<file path="config.mk">
export PLATFORM = sky130hd
export DESIGN_NAME = uart_tx_frame_ctrl
export DESIGN_NICKNAME = d
export VERILOG_FILES = /design/src/rtl/uart_tx_frame_ctrl.sv
export SDC_FILE = /design/constraint.sdc
export NUM_CORES = 1
export LEC_CHECK = 0
export BUFFER_PORTS_ARGS = -buffer_cell sky130_fd_sc_hd__buf_4
export CORE_MARGIN = 4
export CORE_UTILIZATION = 45
export CTS_CLUSTER_SIZE = 14
export DETAILED_ROUTE_END_ITERATION = 10
export PLACE_DENSITY = 0.74
export SLEW_MARGIN = 40
export SYNTH_ARGS = -nofsm -noshare
export SYNTH_HDL_FRONTEND = slang
export SYNTH_SLANG_ARGS = --single-unit
</file>
<file path="constraint.sdc">
create_clock -name clk -period 2.8 [get_ports clk]
set_input_delay 0.14 -clock clk [delete_from_list [all_inputs] [get_ports clk]]
set_output_delay 0.14 -clock clk [all_outputs]
set_load 0.1 [all_outputs]
</file>
<file path="src/rtl/uart_tx_frame_ctrl.sv">
// UART TX frame controller: latches a byte, sequences the serializer and
// muxes start/data/parity/stop bits onto the idle-high TX line.
//
// Ports:
//   clk        in   bit clock (one cycle = one bit time)
//   rst        in   asynchronous active-low reset
//   P_DATA     in   byte to send, sampled on acceptance
//   Data_Valid in   send request, level-sampled while idle
//   PAR_EN     in   append parity bit, sampled on acceptance
//   PAR_TYP    in   0 = even, 1 = odd parity, sampled on acceptance
//   ser_data   in   registered serial bit from the serializer
//   ser_done   in   high while bit 7 is on ser_data
//   ser_en     out  serializer enable
//   ser_p_data out  latched byte, stable for the whole frame
//   TX_OUT     out  UART line, idle high
//   busy       out  frame in progress
module uart_tx_frame_ctrl #(
    parameter int STOP_BITS = 1
) (
    input  logic       clk,
    input  logic       rst,
    input  logic [7:0] P_DATA,
    input  logic       Data_Valid,
    input  logic       PAR_EN,
    input  logic       PAR_TYP,
    input  logic       ser_data,
    input  logic       ser_done,
    output logic       ser_en,
    output logic [7:0] ser_p_data,
    output logic       TX_OUT,
    output logic       busy
);

    typedef enum logic [2:0] {
        S_IDLE,
        S_START,
        S_DATA,
        S_PARITY,
        S_STOP
    } state_t;

    state_t     r_state;
    state_t     w_next;
    logic [7:0] r_data;
    logic       r_par_en;
    logic       r_par_typ;
    logic       r_stop_cnt;
    logic       w_par;
    logic       w_stop_last;
    logic       w_accept;

    assign w_accept    = (r_state == S_IDLE) && Data_Valid;
    assign w_par       = r_par_typ ? ~^r_data : ^r_data;
    assign w_stop_last = (r_stop_cnt == 1'(STOP_BITS - 1));
    assign ser_p_data  = r_data;

    always_ff @(posedge clk or negedge rst) begin
        if (!rst) begin
            r_state <= S_IDLE;
        end else begin
            r_state <= w_next;
        end
    end

    // Frame attributes are captured only on acceptance so that
    // mid-frame input changes cannot corrupt the frame in flight.
    always_ff @(posedge clk or negedge rst) begin
        if (!rst) begin
            r_data    <= 8'h00;
            r_par_en  <= 1'b0;
            r_par_typ <= 1'b0;
        end else if (w_accept) begin
            r_data    <= P_DATA;
            r_par_en  <= PAR_EN;
            r_par_typ <= PAR_TYP;
        end
    end

    always_ff @(posedge clk or negedge rst) begin
        if (!rst) begin
            r_stop_cnt <= 1'b0;
        end else if (r_state == S_STOP && !w_stop_last) begin
            r_stop_cnt <= r_stop_cnt + 1'b1;
        end else begin
            r_stop_cnt <= 1'b0;
        end
    end

    always_comb begin
        w_next = r_state;
        TX_OUT = 1'b1;
        busy   = 1'b1;
        ser_en = 1'b0;
        unique case (r_state)
            S_IDLE: begin
                busy = 1'b0;
                if (Data_Valid) begin
                    w_next = S_START;
                end
            end
            S_START: begin
                TX_OUT = 1'b0;
                ser_en = 1'b1;
                w_next = S_DATA;
            end
            S_DATA: begin
                // Dropping ser_en with ser_done stops the serializer
                // right after it presents bit 7.
                TX_OUT = ser_data;
                ser_en = ~ser_done;
                if (ser_done) begin
                    w_next = r_par_en ? S_PARITY : S_STOP;
                end
            end
            S_PARITY: begin
                TX_OUT = w_par;
                w_next = S_STOP;
            end
            S_STOP: begin
                if (w_stop_last) begin
                    w_next = S_IDLE;
                end
            end
            default: begin
                busy   = 1'b0;
                w_next = S_IDLE;
            end
        endcase
    end

endmodule
</file>
---- After elaboration in Yosys (flattened, before gate mapping) ----
Cells that the tools add are included.
operators by class
  add/sub/neg operators ................... 1
  reductions and logical operators ........ 7
  muxes and demuxes ....................... 10
  bitwise logic cells ..................... 1
  equality and inequality tests ........... 7
operators by type and width
  kind                   number
  $pmux W3 S5            1
  $mux W3                4
  $reduce_xnor A8 Y1     1
  $reduce_xor A8 Y1      1
  $eq A3 B2 Y1 const B   2
  $ne A2 B2 Y1 const B   3
  $reduce_or A4 Y1       1
  $eq A3 B1 Y1 const B   1
  $eq A3 B3 Y1 const B   1
  $logic_not A3 Y1       1
  $mux W1                3
  $pmux W1 S3            1
  $reduce_and A3 Y1      1
  $logic_and A1 B1 Y1    2
  $pmux W1 S2            1
  $add A1 B1 Y1 const B  1
  $not A1 Y1             1
word-level totals
  input bits .............................. 15
  output and inout port bits .............. 11
  flip-flop bits (word level) ............. 14

---- Depth between registers and ports, before layout ----
  depth in word-level cells ............... 3
  depth in mapped cells ................... 4
  gate-level depth less buffers ........... 4

---- Worst setup path after synthesis ----
No wires, ideal clock.
  path type ............................... register to output
  start point ............................. register r_data[2] (netlist: ser_p_data[2])
  end point ............................... output TX_OUT
  cell stages (with the launch flop) ...... 4
  arrival ................................. 3.040 ns
  slack ................................... -0.380 ns
  data required time ...................... 2.660 ns
  path buffers ............................ 0
  cells stage by stage .................... dfrtp_1 > xor2_1 > xnor3_1 > o211ai_1
between the ends
  word-level cells in the longest chain between the ends .. 3
  elaborated cells on any way between the ends .. 4
RTL lines
  item                                                            line  RTL
  from (decl)                                                     44    logic [7:0] r_data;
  from (signal assigned)                                          69    r_data <= 8'h00;
  from (signal assigned)                                          73    r_data <= P_DATA;
  $reduce_xor A8 Y1 / $reduce_xnor A8 Y1 (equally long branches)  53    assign w_par = r_par_typ ? ~^r_data : ^r_data;
  $mux W1 *                                                       53
  $pmux W1 S3 *                                                   94    unique case (r_state)
  to (decl)                                                       30    output logic TX_OUT,
Every way passes the cells marked *; elsewhere a longest branch is shown, timed or not.

---- Worst setup path in the final report ----
Ends and elaborated chain as after synthesis.

==> reports/qor.txt <==
area added between synthesis and finish -> 35.0%
maximum root-to-sink buffer count -> 2
post-synth top area share -> 49.5%
share of cell area taken by muxes after synthesis -> 15.9%
arrival time of the worst setup path -> 1.86 ns
clock latency on the worst-skew pair -> 0.28 ns
post-route fraction of the period consumed by the critical path -> 71.3%
fraction of the mapped netlist area in simple logic gates -> 12.2%
synthesized netlist cell count -> 57
number of port buffers -> 25
maximum number of pins on one net before global-route repair -> 15
compound-cell area share of the yosys netlist -> 6.54%
xor and xnor area share after synthesis -> 10.6%
core region area -> 1490 µm²
Yosys reg bits -> 14
Critical Path, Cell by Cell -> xor2_1 -> xnor3_1 -> o211ai_1 -> buf_4
total track usage -> 13.5%
class of the worst hold path -> primary input to register
crit path kind -> register to primary output
wire length of the first global-routing pass -> 2.04 mm
initial cell density of the core -> 47.6%
Die Area -> 2270 µm²
Post-Syn Area per Cell -> 12.4 µm²
adder-cell share of the synthesized area -> 0%
aggregate routed wire length -> 1.30 mm
synth warn -> 0
endpoint class of the critical path -> primary output
Pins Over Slew Limit -> 0
top achievable clock speed -> 0.501 GHz
final critical path time including I/O delays and setup -> 2.00 ns
via count normalized by instance count -> 5.13
Max Cap Viol -> 0
clock buffers created by TritonCTS -> 3
count of nets left with antenna violations after detail routing -> 0
count leader, synth -> sky130_fd_sc_hd__dfrtp_1
wire length per cell -> 12.9 µm
aggregate global routing overflow -> 0
detailed placement HPWL -> 993 µm
final setup violation count -> 0
dpl ws -> 1.10 ns
area occupied by multi-input gates -> 324 µm²
final hold vios -> 0
number of search-and-repair iterations in the first detailed-routing pass -> 4
routability-driven placement congestion ratio -> 0.723
critical path startpoint category -> register
number of buffers inserted by hold repair at cts -> 1
number of sinks on the clock net -> 14
DRC violation count after routing -> 0
worst setup skew after layout -> 0.00189 ns
area of all placed cells without fillers -> 956 µm²
horizontal extent of the die -> 47.7 µm
outcome -> completed
I/O pins -> 26
number of DRC violations after detailed-routing iteration 0 -> 5
height of the die -> 47.7 µm
cell taking the most area after synthesis -> sky130_fd_sc_hd__dfrtp_1
fraction of final layout cells with drive strength greater than 1 -> 58.8%
library cell used as clock root buffer -> sky130_fd_sc_hd__clkbuf_4
# Post-CTS Setup Buffers -> 0
cell with the largest stage delay on the worst path -> sky130_fd_sc_hd__dfrtp_4
required time at the worst-slack endpoint -> 2.66 ns
cell types occupying the most area after synthesis -> sky130_fd_sc_hd__dfrtp_1 (49%), sky130_fd_sc_hd__mux2_2 (16%), sky130_fd_sc_hd__xnor2_1 (4.9%), sky130_fd_sc_hd__buf_6 (3.2%), sky130_fd_sc_hd__xnor3_1 (3.2%)
portion of the post-synthesis area used by sequential elements -> 49.5%
count of different cell masters after synthesis -> 23
final setup margin -> 0.805 ns
number of standard-cell rows in the floorplan -> 14
top cells by count, synth -> sky130_fd_sc_hd__dfrtp_1 (14), sky130_fd_sc_hd__mux2_2 (10), sky130_fd_sc_hd__o21ai_0 (4), sky130_fd_sc_hd__xnor2_1 (4)
RSZ-0062 raised after global routing -> no
Worst Path Max Fanout -> 3
antenna diode count -> 0
CTS tree -> built
Cell Area, Placed -> 910 µm²
nets in the synthesized netlist -> 72
number of antenna violations at the first check in global routing -> 0
main combinational cell family by area after synthesis -> multiplexers
vias after detailed routing -> 518
cell area after technology mapping -> 708 µm²
number of synthesized flops with an enable pin -> 0
highest cell delay on the worst timing path -> 0.49 ns
count of cells resized by post-cts repair -> 0
flip-flop and latch area -> 367 µm²
vias in the first global route -> 483
Clock transition at path regs -> 0.08 ns
CTS H-tree lvls -> 1
Final #Nets -> 101
proportion of register bits with asynchronous set or reset after synthesis -> 100%
Fill cells -> 135
most instantiated flip-flop cell in the synthesis netlist -> sky130_fd_sc_hd__dfrtp_1
-- sequential cells by signal, indices dropped and copies added, names as in the netlist --
name	flops
r_par_en	1
ser_p_data	8
r_par_typ	1
r_state	3
r_stop_cnt	1
-- per-layer routing --
layer / wire [µm] / GRT usage, % / share of wire (%)
met1: 541 / 15.6 / 42
met2: 630 / 22.5 / 48
met3: 99 / 2.26 / 7.6
met4: 30 / 9.68 / 2.3
met5: 0 / 0 / 0
-- cell usage in the layout, fill, tap and decap left out, types with 3 or more instances in the layout --
cell and count:
sky130_fd_sc_hd__buf_4 26, sky130_fd_sc_hd__mux2_2 10, sky130_fd_sc_hd__dfrtp_1 7, sky130_fd_sc_hd__o21ai_0 4
sky130_fd_sc_hd__xnor2_1 4, sky130_fd_sc_hd__dfrtp_2 4, sky130_fd_sc_hd__clkbuf_4 3, sky130_fd_sc_hd__dfrtp_4 3
-- kinds of logic after synthesis --
logic type | count (synthesis)
other | 1
xor gates and xnor gates | 7
buffers and inverters | 4
DFF | 14
muxes | 10
AOI/OAI and AO/OA | 8
and+or+nand+nor | 13
-- per-stage QoR --
stage	hold slack (ns)	setup TNS (ns)	std cells	util [%]
after detailed placement	-0.00105	0	96	61.1
final	0.0883	0	101	64.2
after global routing	0.0791	0	101	64.2
after floorplan	-0.156	-0.0312	57	-
after CTS	0.0816	0	101	64.2
after global placement	-0.000662	0	96	61.1
-- area by class of cell --
class / instances / area share (%)
inverters: 1 / 0.393
multi-input cells: 39 / 33.9
repair buffers: 27 / 21.5
well taps: 16 / 2.09
flip-flops and latches: 14 / 38.4
clock buffers: 4 / 3.80
-- worst max-delay path, delay by kind of cell (launching register included) --
family,cells,cell delay (ns)
flops,1,0.49
buf+inv,1,0.32
compound gates,1,0.18
xor+xnor,2,0.59
-- final timing paths --
kind	end	cells after the start	start	slack [ns]
worst max register to register	ser_p_data[5]$_DFFE_PN0P_	3	r_state[2]$_DFFE_PN0P_	1.34
worst min-delay path	ser_p_data[3]$_DFFE_PN0P_	2	P_DATA[3]	0.09
min in group asynchronous	ser_p_data[2]$_DFFE_PN0P_	2	rst	0.24
worst min register to register	r_state[2]$_DFFE_PN0P_	2	r_stop_cnt$_DFF_PN0_	0.50
worst max-delay path	TX_OUT	4	ser_p_data[2]$_DFFE_PN0P_	0.80
max in group asynchronous	ser_p_data[6]$_DFFE_PN0P_	2	rst	2.37
Power is not shown: default switching activity piles up to over one toggle a cycle in this logic, so the estimate is an artifact.
